[src/rtl/height_frame_writer_pkg.sv]
// Shared constants, bank encoding and FSM state type for the column-height
// ping-pong buffer writer.
package height_frame_writer_pkg;

   localparam int WIDTH    = 640;  // columns per frame, one beat each
   localparam int HEIGHT   = 480;  // tallest wall the renderer can draw
   localparam int COL_W    = 10;
   localparam int HEIGHT_W = 9;
   localparam int DROP_W   = 8;

   // Bank-select encoding for the two halves of the ping-pong buffer.
   localparam logic BANK0 = 1'b0;
   localparam logic BANK1 = 1'b1;

   // FILL: collecting beats for the write bank.
   // DONE: write bank is complete, waiting for the display frame boundary.
   typedef enum logic {
      ST_FILL = 1'b0,
      ST_DONE = 1'b1
   } state_t;

endpackage

[src/rtl/height_frame_writer_height_clamp.sv]
// Registered min(height, MAX_HEIGHT) on the buffer write data path.
module height_clamp #(
   parameter int HEIGHT_W   = 9,
   parameter int MAX_HEIGHT = 480
) (
   input  logic                clk,
   input  logic                reset,
   input  logic                i_en,
   input  logic [HEIGHT_W-1:0] i_height,
   output logic [HEIGHT_W-1:0] o_height
);

   localparam logic [HEIGHT_W-1:0] LP_MAX = HEIGHT_W'(MAX_HEIGHT);

   logic [HEIGHT_W-1:0] r_height;

   // Capture the clamped height on each accepted beat; hold otherwise.
   always_ff @(posedge clk) begin
      if (reset) begin
         r_height <= '0;
      end else if (i_en) begin
         r_height <= (i_height > LP_MAX) ? LP_MAX : i_height;
      end
   end

   assign o_height = r_height;

endmodule

[src/rtl/height_frame_writer.sv]
// Writer side of the ping-pong column-height buffer. Collects one height per
// screen column, writes it to the current write bank one cycle later, and
// publishes the bank to the renderer only at a display frame boundary.
//
// Handshake: a beat transfers on every rising clk edge where height_valid and
// height_ready are both 1. height_ready depends only on the FSM state, never
// on height_valid; the producer must hold the beat stable until it transfers.
module height_frame_writer #(
   parameter int WIDTH      = height_frame_writer_pkg::WIDTH,
   parameter int COL_W      = height_frame_writer_pkg::COL_W,
   parameter int HEIGHT_W   = height_frame_writer_pkg::HEIGHT_W,
   parameter int MAX_HEIGHT = height_frame_writer_pkg::HEIGHT,
   parameter int DROP_W     = height_frame_writer_pkg::DROP_W
) (
   input  logic                clk,
   input  logic                reset,
   input  logic                frame_sync,
   input  logic                height_valid,
   output logic                height_ready,
   input  logic [HEIGHT_W-1:0] height_data,
   input  logic [COL_W-1:0]    height_col,
   output logic                frame_request,
   output logic                wr_en,
   output logic                wr_bank,
   output logic [COL_W-1:0]    wr_addr,
   output logic [HEIGHT_W-1:0] wr_data,
   output logic                display_bank,
   output logic                display_valid,
   output logic [DROP_W-1:0]   dropped_frames,
   output logic                seq_error,
   output logic                dbg_state
);

   import height_frame_writer_pkg::*;

   localparam logic [COL_W-1:0]  LP_LAST_COL = COL_W'(WIDTH - 1);
   localparam logic [DROP_W-1:0] LP_DROP_MAX = '1;

   state_t              r_state;
   state_t              w_state_next;
   logic [COL_W-1:0]    r_col_cnt;
   logic                r_cur_bank;      // bank currently being filled
   logic                r_wr_bank;       // bank tagged onto the visible write
   logic                r_display_bank;
   logic                r_display_valid;
   logic                r_wr_en;
   logic [COL_W-1:0]    r_wr_addr;
   logic                r_seq_error;
   logic                r_frame_request;
   logic                r_rst_seen;
   logic [DROP_W-1:0]   r_dropped;

   logic                w_ready;
   logic                w_accept;
   logic                w_last_beat;
   logic                w_swap;
   logic                w_drop;
   logic                w_cur_bank_next;

   assign w_accept        = height_valid && (r_state == ST_FILL);
   assign w_last_beat     = (r_col_cnt == LP_LAST_COL);
   assign w_cur_bank_next = w_swap ? ~r_cur_bank : r_cur_bank;

   // Next state, ready, swap and drop decisions.
   always_comb begin
      w_state_next = r_state;
      w_ready      = 1'b0;
      w_swap       = 1'b0;
      w_drop       = 1'b0;
      case (r_state)
         ST_FILL: begin
            w_ready = 1'b1;
            if (w_accept && w_last_beat) begin
               // Last beat together with frame_sync counts as a complete frame.
               if (frame_sync) begin
                  w_swap       = 1'b1;
                  w_state_next = ST_FILL;
               end else begin
                  w_state_next = ST_DONE;
               end
            end else if (frame_sync) begin
               w_drop = 1'b1;
            end
         end
         ST_DONE: begin
            if (frame_sync) begin
               w_swap       = 1'b1;
               w_state_next = ST_FILL;
            end
         end
         default: w_state_next = ST_FILL;
      endcase
   end

   // FSM state register.
   always_ff @(posedge clk) begin
      if (reset) begin
         r_state <= ST_FILL;
      end else begin
         r_state <= w_state_next;
      end
   end

   // Column counter, write strobe/address and column-order checking.
   always_ff @(posedge clk) begin
      if (reset) begin
         r_col_cnt   <= '0;
         r_wr_en     <= 1'b0;
         r_wr_addr   <= '0;
         r_seq_error <= 1'b0;
      end else begin
         r_wr_en <= w_accept;
         if (w_accept) begin
            r_wr_addr <= r_col_cnt;
            r_col_cnt <= w_last_beat ? '0 : r_col_cnt + 1'b1;
            if (height_col != r_col_cnt) begin
               r_seq_error <= 1'b1;
            end
         end
      end
   end

   // Bank bookkeeping; a write accepted on the swap edge keeps its old bank.
   always_ff @(posedge clk) begin
      if (reset) begin
         r_cur_bank      <= BANK0;
         r_wr_bank       <= BANK0;
         r_display_bank  <= BANK1;
         r_display_valid <= 1'b0;
      end else begin
         r_cur_bank <= w_cur_bank_next;
         r_wr_bank  <= w_accept ? r_cur_bank : w_cur_bank_next;
         if (w_swap) begin
            r_display_bank  <= r_cur_bank;
            r_display_valid <= 1'b1;
         end
      end
   end

   // Frame request: once after reset release, once after every swap.
   always_ff @(posedge clk) begin
      if (reset) begin
         r_frame_request <= 1'b0;
         r_rst_seen      <= 1'b1;
      end else begin
         r_frame_request <= r_rst_seen | w_swap;
         r_rst_seen      <= 1'b0;
      end
   end

   // Saturating count of frame boundaries that found no complete frame.
   always_ff @(posedge clk) begin
      if (reset) begin
         r_dropped <= '0;
      end else if (w_drop && (r_dropped != LP_DROP_MAX)) begin
         r_dropped <= r_dropped + 1'b1;
      end
   end

   height_clamp #(
      .HEIGHT_W   (HEIGHT_W),
      .MAX_HEIGHT (MAX_HEIGHT)
   ) u_clamp (
      .clk      (clk),
      .reset    (reset),
      .i_en     (w_accept),
      .i_height (height_data),
      .o_height (wr_data)
   );

   assign height_ready   = w_ready;
   assign frame_request  = r_frame_request;
   assign wr_en          = r_wr_en;
   assign wr_bank        = r_wr_bank;
   assign wr_addr        = r_wr_addr;
   assign display_bank   = r_display_bank;
   assign display_valid  = r_display_valid;
   assign dropped_frames = r_dropped;
   assign seq_error      = r_seq_error;
   assign dbg_state      = r_state;

endmodule

[config.mk]
export PLATFORM = sky130hd
export DESIGN_NAME = height_frame_writer
export DESIGN_NICKNAME = d
export VERILOG_FILES = /design/src/rtl/height_frame_writer_pkg.sv /design/src/rtl/height_frame_writer_height_clamp.sv /design/src/rtl/height_frame_writer.sv
export SDC_FILE = /design/constraint.sdc
export NUM_CORES = 1
export LEC_CHECK = 0
export CORE_ASPECT_RATIO = 0.7
export CORE_MARGIN = 3
export CORE_UTILIZATION = 30
export DETAILED_ROUTE_END_ITERATION = 8
export GPL_TIMING_DRIVEN = 0
export HOLD_SLACK_MARGIN = 0.12
export PLACE_DENSITY = 0.58
export SKIP_CTS_REPAIR_TIMING = 1
export SLEW_MARGIN = 20
export SYNTH_ARGS = -nofsm -noshare
export SYNTH_HDL_FRONTEND = slang
export SYNTH_SLANG_ARGS = --single-unit
[constraint.sdc]
create_clock -name clk -period 2.4 [get_ports clk]
set_input_delay 0.6 -clock clk [delete_from_list [all_inputs] [get_ports clk]]
set_output_delay 0.6 -clock clk [all_outputs]
set_load 0.01 [all_outputs]
[Word level (Yosys, flattened, before mapping)]
Index checks and enable logic that the tools add are counted.
Widths: inputs -> output; s select.
Cells by class
  equal/unequal tests: 3
  reductions and logical operators: 4
  mux-type cells: 14
  $lt $le $gt $ge: 1
  add/subtract/negate cells: 2
  bitwise gates (word level): 3
Operators with widths (count)
  $add 10x1->10 const B: 1
  $eq 10x10->1 const B: 1
  $mux 1: 10
  $mux 10: 1
  $ne 10x10->1: 1
  $gt 9x9->1 const B: 1
  $mux 9: 1
  $add 8x1->8 const B: 1
  $ne 8x8->1 const B: 1
  $pmux 1 s2: 2
  $logic_and 1x1->1: 3
  $not 1->1: 2
  $reduce_and 2->1: 1
  $or 1x1->1: 1
Storage, ports and cells
  bits in registers: 46
  output and inout bits: 35
  bits of input ports: 23

[Longest topological paths before layout]
  depth after elaboration: 7
  mapped depth: 5

[By module]
A second synthesis with hierarchy kept.
Unflattened totals
  cells, all modules: 220
  area total of the unflattened synthesis: 2014.4 µm²
Modules (own cells, without submodules)
  height_frame_writer: area each 1659.1 µm², sequential area each 740.7 µm², cells an instance 189, instances 1
  height_clamp: area each 355.3 µm², sequential area each 180.2 µm², cells an instance 31, instances 1

[Worst setup path after synthesis]
No wires, ideal clock.
  path type: register -> register
  start: register r_col_cnt[0]
  end: register r_dropped[5] (netlist: dropped_frames[5])
  required time: 2279 ps
  period minus slack after synthesis: 1779 ps
  cell stages (with the launch flop): 6
  data arrival time: 1658 ps
  setup slack: 621 ps
  path through: dfxtp_1 > ha_1 > clkdlybuf4s18_1 > a41o_4 > nor3_1 > mux2_2
Between the ends
  longest elaborated chain between the ends: 5
RTL lines
  start: declaration: RTL line height_frame_writer.sv:41  | logic [COL_W-1:0] r_col_cnt;
  start signal: assignment: RTL line height_frame_writer.sv:115  | r_col_cnt <= w_last_beat ? '0 : r_col_cnt + 1'b1;
  $eq 10x10->1: RTL line height_frame_writer.sv:61  | assign w_last_beat = (r_col_cnt == LP_LAST_COL);
  $logic_and 1x1->1: RTL line height_frame_writer.sv:73  | if (w_accept && w_last_beat) begin
  $mux 1: RTL line height_frame_writer.sv:73
  $mux 1: RTL line height_frame_writer.sv:70  | case (r_state)
  $logic_and 1x1->1: RTL line height_frame_writer.sv:155  | end else if (w_drop && (r_dropped != LP_DROP_MAX)) begin
  end signal: assignment: RTL line height_frame_writer.sv:156  | r_dropped <= r_dropped + 1'b1;
  end: declaration: RTL line height_frame_writer.sv:51  | logic [DROP_W-1:0] r_dropped;
Every way passes these cells.
A chain may end at the register's enable or synchronous reset.

[Final worst setup path]
  start: input port reset
  end: register r_frame_request (netlist: frame_request)
RTL lines
  start: declaration: RTL line height_frame_writer.sv:16  | input logic reset,
  end signal: assignment: RTL line height_frame_writer.sv:146  | r_frame_request <= r_rst_seen | w_swap;
  end: declaration: RTL line height_frame_writer.sv:49  | logic r_frame_request;
No word-level cell between the ends.

==> run metrics <==
Rel. slew slack 0.625; yosys warns 0; upper clock frequency limit 481 MHz; number of placement rows 24; CTS tree yes; Data arrival, critical path 2.25 ns; initial antenna violation count 0; Worst setup SP type input pin; share of cells above drive strength 1 0.0850; Crit path top cell by count clkbuf_1; drt via density 4.75; Synth Register Bits 46; CTS H-tree lvls 2; CTS buffer count 5; post-synthesis adder-cell area fraction 0.0123; die width 105 um; period utilisation layout 0.866; largest net degree at the start of global routing 14; pwr dens 547 mW/mm^2; multiplexer share of the synthesized area 0.0214; drt initial violations 146; main combinational cell family by area after synthesis simple AND/OR/NAND/NOR gates; crit path cell chain clkdlybuf4s50_1 -> clkbuf_8 -> clkbuf_1 -> clkbuf_1 -> nor2_1; post-synthesis compound-gate area fraction 0.153; Worst-Skew Late Latency 0.30 ns; Crit. End Element register; placed cell area 0.00273 mm^2; IO Port Bufs 57; VDD IR max 0.000224 V; Die Ht 75.0 um; vias in the first global route 1686; outcome finished, final reports clean; Top Ports 58; DRT Wirelength 5.18 mm; Routed Antenna Nets 0; global-route wire length before repair 8.62 mm; Hold Crit Class reg2reg; number of flops mapped to enable cells by yosys 0; Slew Viols, Final 0; Placer Congestion 0.825; core area 0.00640 mm^2; Max Cap Viol 0; Syn Nets 255; Worst Setup Path Type in2reg; n_diodes 0; dominant cell type by area after synthesis dfxtp_1; Final Instance Area 0.00284 mm^2; Synth Area in Simple Gates 0.234; Pleak 1.01 nW; clock tree buffer depth 2; Seq/Total Area, Yosys 0.451; CP max FO 10; Power, Total 1.55 mW; Remaining Overflow, GRT 0; # nets final 319; Crit-path slowest cell clkbuf_1; Most used DFF post-synth dfxtp_1; clock-pin slew on the worst setup and hold paths 0.08 ns; Netlist cell types 43; Clock Root Buffer clkbuf_8; post-synth top area share 0.451; CP bufs+invs 4; Top delay family on crit path buffers and inverters; Finish-stage setup viols 0; DRC viols 0; clk sinks 46; synthesized area 0.00204 mm^2; XOR/XNOR Fraction of Synth Area 0.0772; die area 0.00785 mm^2; RSZ-0062 raised after global routing no; worst-margin pin slew 0.562 ns; largest cells by area after synthesis dfxtp_1 (45%), nand2_1 (7.0%), xor2_1 (5.6%); drt pass-1 iters 5; Final Hold Fails 0; initial core utilization 0.319; HPWL Detailed 3.82 mm; crit path time final 2.08 ns; share of flip-flops with an asynchronous set or reset 0; Mapped Cells 230; global-route usage over all layers 0.139; Avg Inst Size Synth 8.88 um^2; max incr delay on CP 0.50 ns; Avg WL per Cell 13.5 um; Via Count 1830; Worst EP required 2.58 ns; area delta synth->final 39.0%; reg2reg setup slack 0.40 ns; Max Clock Skew 0.00531 ns
-- worst paths after layout --
kind                              startpoint                end  cells past startpoint
worst max-delay path                   reset      frame_request                      5
worst min-delay path              r_rst_seen      frame_request                      2
worst max register to register  r_col_cnt[0]  dropped_frames[0]                      5
worst min register to register    r_rst_seen      frame_request                      2
-- kinds of logic after synthesis --
family / after synthesis
multiplexers: 4
adder cells (fa/ha/maj): 2
AO/OA/AOI/OAI: 44
XOR/XNOR: 18
buffers and inverters: 17
AND/OR/NAND/NOR: 99
flip-flops: 46
-- tightest hold or removal path, stage by stage, from the launching register on --
cell	delay [ns]
dfxtp_1	0.31
a21oi_1	0.04
nor2_1	0.07
-- synth_stat cells (2+ instances only) --
master    count
ha_1          2
xor2_1       13
or3_1         3
mux2_2        3
a31o_2        2
clkbuf_8      2
nor2_1       22
nand4_1       7
o21ai_0       3
inv_1         3
nand2b_1      4
a31oi_1       2
clkbuf_1      4
dfxtp_1      46
nand3_1       6
xnor2_1       5
nor4_1        4
nor2b_1       4
nor3_1        5
a21oi_1      22
a22oi_1       5
buf_2         2
buf_1         3
nand2_1      38
a211oi_1      2
-- metrics by stage --
stage,setup WS (ns),setup TNS [ns],hold WS (ns),util,std cells
after floorplan,0.621,0,0.413,-,230
after global placement,-0.0442,-0.0657,0.440,0.426,378
after detailed placement,-0.00897,-0.0232,0.426,0.426,378
after CTS,0.312,0,0.458,0.444,385
after global routing,0.191,0,0.478,0.444,385
final,0.321,0,0.456,0.444,385
-- power by group --
part | internal [mW] | switching [mW] | leakage [nW] | total [mW]
Combinational | 0.0906 | 0.0757 | 0.574 | 0.166
Clock | 0.333 | 0.255 | 0.0573 | 0.588
Sequential | 0.782 | 0.0155 | 0.374 | 0.798
-- routing by layer --
| metal | up-vias | global-route usage | part of all wire |
|---|---|---|---|
| met5 | - | 0 | 0 |
| met4 | 0 | 0.0524 | 0.015 |
| li1 | 927 | - | - |
| met1 | 836 | 0.196 | 0.50 |
| met3 | 6 | 0.0514 | 0.096 |
| met2 | 61 | 0.195 | 0.39 |
-- area by class of cell --
| type | count | area [um^2] |
|---|---|---|
| clock inverter | 1 | 30.0 |
| sequential | 46 | 921 |
| timing repair buffer | 57 | 571 |
| multi-input combinational | 167 | 1020 |
| fill | 648 | 3560 |
| inverter | 3 | 11.3 |
| buffer | 14 | 92.6 |
| tap | 91 | 114 |
| clock buffer | 6 | 82.6 |
-- flip-flops by register name, indices dropped and copies added (netlist names), 8 cells and up --
signal            count
r_col_cnt            10
dropped_frames        8
u_clamp.o_height      9
wr_addr              10
-- layout by cell type, fill, tap and decap left out, drive strengths merged, types with 5 or more instances in the layout --
cell type	synthesis	layout
nor3	5	5
a22oi	5	5
nor2	22	22
nand4	7	7
a21oi	22	22
nand3	6	6
dfxtp	46	46
clkdlybuf4s50	0	57
xnor2	5	5
nand2	38	38
xor2	13	13
buf	7	7
clkbuf	6	12
Power figures use the tool's default switching activity.
